===== config.mk =====
export PLATFORM = sky130hd
export DESIGN_NAME = ika87ad_extbus_bridge
export DESIGN_NICKNAME = d
export VERILOG_FILES = /design/src/rtl/ika87ad_pkg.sv /design/src/rtl/ika87ad_bus_timer.sv /design/src/rtl/ika87ad_extbus_bridge.sv
export SDC_FILE = /design/constraint.sdc
export NUM_CORES = 1
export LEC_CHECK = 0
export ABC_CLOCK_PERIOD_IN_PS = 2050
export CAP_MARGIN = 0
export CORE_AREA = 3 3 65 79
export DETAILED_ROUTE_END_ITERATION = 16
export DIE_AREA = 0 0 68 82
export PLACE_DENSITY = 0.8
export SETUP_SLACK_MARGIN = 0.2
export SKIP_CTS_REPAIR_TIMING = 1
export SLEW_MARGIN = 30
export SYNTH_ARGS = -nofsm -noshare
export SYNTH_HDL_FRONTEND = slang
export SYNTH_SLANG_ARGS = --single-unit

===== constraint.sdc =====
create_clock -name i_EMUCLK -period 2.05 [get_ports i_EMUCLK]
set_input_delay 0.41 -clock i_EMUCLK [delete_from_list [all_inputs] [get_ports i_EMUCLK]]
set_output_delay 0.41 -clock i_EMUCLK [all_outputs]
set_load 0.02 [all_outputs]

===== src/rtl/ika87ad_pkg.sv =====
// Shared types and defaults for the IKA87AD external-bus to memory-port bridge.
package ika87ad_pkg;

    typedef enum logic [1:0] {
        BR_IDLE,
        BR_RD_WAIT,
        BR_WR_WAIT,
        BR_DONE
    } br_state_t;

    localparam int unsigned DW               = 8;
    localparam logic [7:0]  OPEN_BUS_DEFAULT = 8'hFF;

endpackage


===== src/rtl/ika87ad_bus_timer.sv =====
// Outstanding-request timer: cleared on a new transaction, counts while enabled, holds at terminal count.
module ika87ad_bus_timer #(
    parameter int unsigned TIMEOUT = 64
) (
    input  logic emuclk,
    input  logic reset,
    input  logic clr,
    input  logic en,
    output logic tc_c
);

    localparam int unsigned CW = (TIMEOUT > 2) ? $clog2(TIMEOUT) : 1;

    logic [CW-1:0] cnt;

    assign tc_c = (cnt == CW'(TIMEOUT - 1));

    always_ff @(posedge emuclk) begin
        if (reset) begin
            cnt <= '0;
        end else if (clr) begin
            cnt <= '0;
        end else if (en && !tc_c) begin
            cnt <= cnt + CW'(1);
        end
    end

endmodule


===== src/rtl/ika87ad_extbus_bridge.sv =====
// Converts IKA87AD RD_n/WR_n strobes into req/ack memory transactions, stalling the core via PCEN gating.
module ika87ad_extbus_bridge
    import ika87ad_pkg::*;
#(
    parameter int unsigned AW       = 16,
    parameter int unsigned TIMEOUT  = 64,
    parameter logic [7:0]  OPEN_BUS = OPEN_BUS_DEFAULT
) (
    input  logic          i_EMUCLK,
    input  logic          i_RESET,
    input  logic          i_PCEN_RAW,
    output logic          o_MCUCLK_PCEN,
    input  logic [15:0]   i_A,
    input  logic          i_RD_n,
    input  logic          i_WR_n,
    input  logic [DW-1:0] i_DO,
    output logic [DW-1:0] o_DI,
    output logic [AW-1:0] o_MEM_ADDR,
    output logic          o_MEM_RD,
    output logic          o_MEM_WR,
    output logic [DW-1:0] o_MEM_WDATA,
    input  logic          i_MEM_ACK,
    input  logic [DW-1:0] i_MEM_RDATA,
    output logic          o_TIMEOUT,
    output logic          o_PROTO_ERR
);

    br_state_t     state, state_d;
    logic          rd_q, wr_q;
    logic          rd_fall_c, wr_fall_c, start_c, idle_c, wait_c, tc_c;
    logic          mem_rd_d, mem_wr_d, timeout_d, proto_d;
    logic [AW-1:0] addr_d;
    logic [DW-1:0] wdata_d, di_d;

    assign idle_c    = (state == BR_IDLE);
    assign wait_c    = (state == BR_RD_WAIT) || (state == BR_WR_WAIT);
    assign rd_fall_c = rd_q & ~i_RD_n;
    assign wr_fall_c = wr_q & ~i_WR_n;
    assign start_c   = (rd_fall_c ^ wr_fall_c) & idle_c;

    // The enable pulse coinciding with a start is swallowed so the core never sees a partial access.
    assign o_MCUCLK_PCEN = i_PCEN_RAW & ~start_c & idle_c & ~i_RESET;

    ika87ad_bus_timer #(
        .TIMEOUT (TIMEOUT)
    ) u_timer (
        .emuclk (i_EMUCLK),
        .reset  (i_RESET),
        .clr    (start_c),
        .en     (wait_c),
        .tc_c   (tc_c)
    );

    // Next-state and registered-output values.
    always_comb begin
        state_d   = state;
        mem_rd_d  = o_MEM_RD;
        mem_wr_d  = o_MEM_WR;
        addr_d    = o_MEM_ADDR;
        wdata_d   = o_MEM_WDATA;
        di_d      = o_DI;
        timeout_d = 1'b0;
        proto_d   = 1'b0;

        case (state)
            BR_IDLE: begin
                proto_d = rd_fall_c & wr_fall_c;
                if (start_c) begin
                    addr_d = AW'(i_A);
                    if (rd_fall_c) begin
                        state_d  = BR_RD_WAIT;
                        mem_rd_d = 1'b1;
                    end else begin
                        state_d  = BR_WR_WAIT;
                        wdata_d  = i_DO;
                        mem_wr_d = 1'b1;
                    end
                end
            end
            BR_RD_WAIT: begin
                if (i_MEM_ACK) begin
                    state_d  = BR_DONE;
                    mem_rd_d = 1'b0;
                    di_d     = i_MEM_RDATA;
                end else if (tc_c) begin
                    state_d   = BR_DONE;
                    mem_rd_d  = 1'b0;
                    di_d      = OPEN_BUS;
                    timeout_d = 1'b1;
                end
            end
            BR_WR_WAIT: begin
                if (i_MEM_ACK) begin
                    state_d  = BR_DONE;
                    mem_wr_d = 1'b0;
                end else if (tc_c) begin
                    state_d   = BR_DONE;
                    mem_wr_d  = 1'b0;
                    timeout_d = 1'b1;
                end
            end
            BR_DONE: begin
                state_d = BR_IDLE;
            end
            default: begin
                state_d = BR_IDLE;
            end
        endcase
    end

    always_ff @(posedge i_EMUCLK) begin
        if (i_RESET) begin
            state       <= BR_IDLE;
            rd_q        <= 1'b1;
            wr_q        <= 1'b1;
            o_MEM_RD    <= 1'b0;
            o_MEM_WR    <= 1'b0;
            o_MEM_ADDR  <= '0;
            o_MEM_WDATA <= '0;
            o_DI        <= OPEN_BUS;
            o_TIMEOUT   <= 1'b0;
            o_PROTO_ERR <= 1'b0;
        end else begin
            state       <= state_d;
            rd_q        <= i_RD_n;
            wr_q        <= i_WR_n;
            o_MEM_RD    <= mem_rd_d;
            o_MEM_WR    <= mem_wr_d;
            o_MEM_ADDR  <= addr_d;
            o_MEM_WDATA <= wdata_d;
            o_DI        <= di_d;
            o_TIMEOUT   <= timeout_d;
            o_PROTO_ERR <= proto_d;
        end
    end

endmodule


==> metrics.md, run 1 <==
| Metric | Value |
|---|---|
| Outcome | finished clean |
| Initial Util | 41.10% |
| Routed WL per cell | 12.14 µm |
| Core box area | 4527 µm² |
| Syn Nets | 263 |
| Clock sinks | 46 |
| I/O Buffers | 74 |
| Die width | 68 µm |
| Cell Chain, Critical Path | nand2b_4 -> inv_4 -> ha_4 -> nor4b_4 -> buf_4 |
| R2R setup slack | 470 ps |
| Aggregate global-route resource usage | 16.37% |
| Hold Crit Depth | 2 |
| Max incr delay on CP | 340 ps |
| Reg-to-Reg Start | rd_q |
| Cell Rows | 27 |
| Maximum VDD drop | 0.4723 mV |
| Hold_sp | i_RD_n |
| Post-Synth Simple-Gate Area | 26.36% |
| Hold Vio Cnt, Final | 0 |
| Max cap viols | 0 |
| Post-Syn Area | 1861 µm² |
| Critical path class | reg2out |
| Crit path buf inv count | 2 |
| Num CTS Buffers | 5 |
| Synth area leader | dfxtp_1 |
| CTS clock-pin slew for the worst setup and hold paths | 90 ps |
| Largest fanout on the critical path | 2 |
| Achievable frequency | 554.8 MHz |
| # fillers | 387 |
| Gr ovfl total | 0 |
| Adder-cell share of the synthesized area | 3.362% |
| Total Power | 2.821 mW |
| Cell count after synthesis | 220 |
| Post-synth top flop | dfxtp_1 |
| Complex-gate fraction of the synthesized area | 14.26% |
| Worst Clk Skew | 5.806 ps |
| Crit path DAT | 1390 ps |
| Antenna-violating nets left | 0 |
| Xor/xnor cell area share of the yosys netlist | 0.4707% |
| Yosys reg bits | 46 |
| Vias/cell | 4.840 |
| Drt drc | 0 |
| Post-DP HPWL | 3.198 mm |
| Required @ worst endpoint | 1640 ps |
| Fin Hold WS | 348.5 ps |
| Synthesized area per cell | 8.457 µm² |
| Largest family of logic cells by synthesized area | simple AND/OR/NAND/NOR gates |
| Die ar. | 5576 µm² |
| First-pass GRT wire length | 6.927 mm |
| Hold EP | rd_q |
| Yosys top cell area share | 49.50% |
| Area delta synth->final | 54.00% |
| Sequential share of the synthesized area | 49.50% |
| DR pass1 iterations | 4 |
| Top cell family by delay on the critical path | flip-flops |
| Final setup margin | 247.4 ps |
| Antenna violations before repair | 0 |
| RSZ-0062 raised after global routing | no |
| Synth warn | 0 |
| Share of cells above drive strength 1 | 15.79% |
| Slowest cell on the critical path | dfxtp_2 |
| # setup viols final | 0 |
| Number of global-route vias before repair | 1655 |
| Mux contribution to synthesized area | 1.950% |
| Tmin final | 1803 ps |
| Fraction of registers with async set/reset | 0% |
| Netlist cell types | 38 |
| Drt initial violations | 81 |
| CTS tree | built |
| Placer Congestion | 0.8007 |
| Cell Pwr Density | 984.7 nW/µm² |
| Worst skew pair latency | 300 ps |
| Area contributors post-synth | dfxtp_1 49%, nand2_1 10%, a21oi_1 9.7%, nor2_1 3.8%, ha_1 3.4% |
| Nets | 346 |
| Via count | 1752 |
| Most frequent cell after synthesis | nand2_1 |
| CTS H-Tree Depth | 2 |
| R2R cell count | 8 |
| Root buffer cell | clkbuf_8 |
| ANT cells | 0 |
| Largest net degree at the start of global routing | 51 |
| Post-Route Utilization | 63.29% |
| Top-Level Pins | 75 |
| Leak pwr | 1.076 nW |
| Worst slew pin tran | 474.8 ps |
| CP Capture Type | primary output |
| Final Max Tran Viols | 0 |
| Place WS | -678.6 ps |
| Hold Path Class | in2reg |
| Startpoint type of the worst setup path | register |
| Tcrit/Tclk final | 87.93% |
| Die Y | 82 µm |
| Post-synth EDFFs | 0 |
| Max_slew headroom | 68.34% |
| CTS Buffer Depth | 2 |
| Commonest cells in the synthesized netlist | 52 x nand2_1, 46 x dfxtp_1, 36 x a21oi_1, 19 x nor2_1, 12 x nor3_1 |
| Reg2reg end | o_MEM_WDATA[2] |
| Post-Route WL | 4.396 mm |
[cells in the final DEF, fill, tap and decap left out, drive strengths merged, types with 2 or more instances in the layout]
cell            n
clkdlybuf4s50  70
nand2          53
dfxtp          46
a21oi          37
nor2           21
buf            14
nor3           12
clkbuf          6
inv             5
ha              5
nand3           4
or2             3
nand2b          3
nand4           2
dlymetal6s2s    2
nor2b           2
nor4b           2
mux2            2
a211oi          2
[how the worst max path moves through the flow]
stage / cells past startpoint / slack [ps] / from / endpoint
final: 5 / 250 / rd_q / o_MCUCLK_PCEN
after global routing: 5 / 190 / rd_q / o_MCUCLK_PCEN
after CTS: 6 / -680 / i_RD_n / o_MCUCLK_PCEN
after detailed placement: 6 / -680 / i_RD_n / o_MCUCLK_PCEN
after global placement: 6 / -640 / i_RD_n / o_MCUCLK_PCEN
after floorplan: 4 / 250 / i_RD_n / o_MCUCLK_PCEN
[routing by layer]
metal | global-route usage [%] | vias up | routed length [µm]
li1 | - | 906 | -
met1 | 16.58 | 775 | 1789
met2 | 28.74 | 65 | 2068
met3 | 6.977 | 6 | 465
met4 | 7.157 | 0 | 73
met5 | 0 | - | 0
[area by class of cell]
cell class	count	area (µm²)	share of cell area, %
Tap cell	58	72.57	2.533
Clock buffer	6	82.58	2.882
Inverter	5	21.27	0.7424
Clock inverter	2	12.51	0.4367
Sequential cell	46	924.6	32.27
Multi-Input combinational cell	159	910.9	31.79
Timing Repair Buffer	86	840.8	29.34
[kinds of logic (layout without fill, tap and decap cells)]
family	count (synthesis)	after routing
adders and majority gates	5	5
DFF	46	46
and+or+nand+nor	105	105
muxes	3	3
buffers and inverters	15	99
xor gates and xnor gates	1	1
AOI/OAI and AO/OA	45	45
[where the power goes]
group	internal [mW]	switching, mW	total (mW)
Combinational	0.558	0.591	1.15
Sequential	1.03	0.0705	1.10
Clock	0.271	0.301	0.572
Total	1.86	0.962	2.82
[worst reg2reg max path: stages, from the launching register on]
cell and delay (ps):
dfxtp_2 340, nand2b_4 80, inv_4 40, ha_4 240
buf_4 150, and2_1 160, nand2_1 240, nand2_1 100
a21oi_1 150
[state kept, by name (all words and copies together) (netlist names)]
signal	flops
u_timer.cnt	6
rd_q	1
o_TIMEOUT	1
o_MEM_WDATA	8
o_PROTO_ERR	1
wr_q	1
o_MEM_ADDR	16
state	2
o_MEM_RD	1
o_DI	8
o_MEM_WR	1
[stage by stage]
stage,setup TNS (ps),area [µm²],cells
after CTS,-683.8,2824,362
after global routing,0,2865,362
after floorplan,0,1876,220
after global placement,-5077,2729,354
final,0,2865,362
after detailed placement,-6734,2729,354
(Power assumes the default switching activity.)
==> run 2, diff against run 1 <==
Settings changed: SLEW_MARGIN 30 to 20.
==> results of run 2 <==
No change in the layout: final DEF, timing and power equal those of run 1.
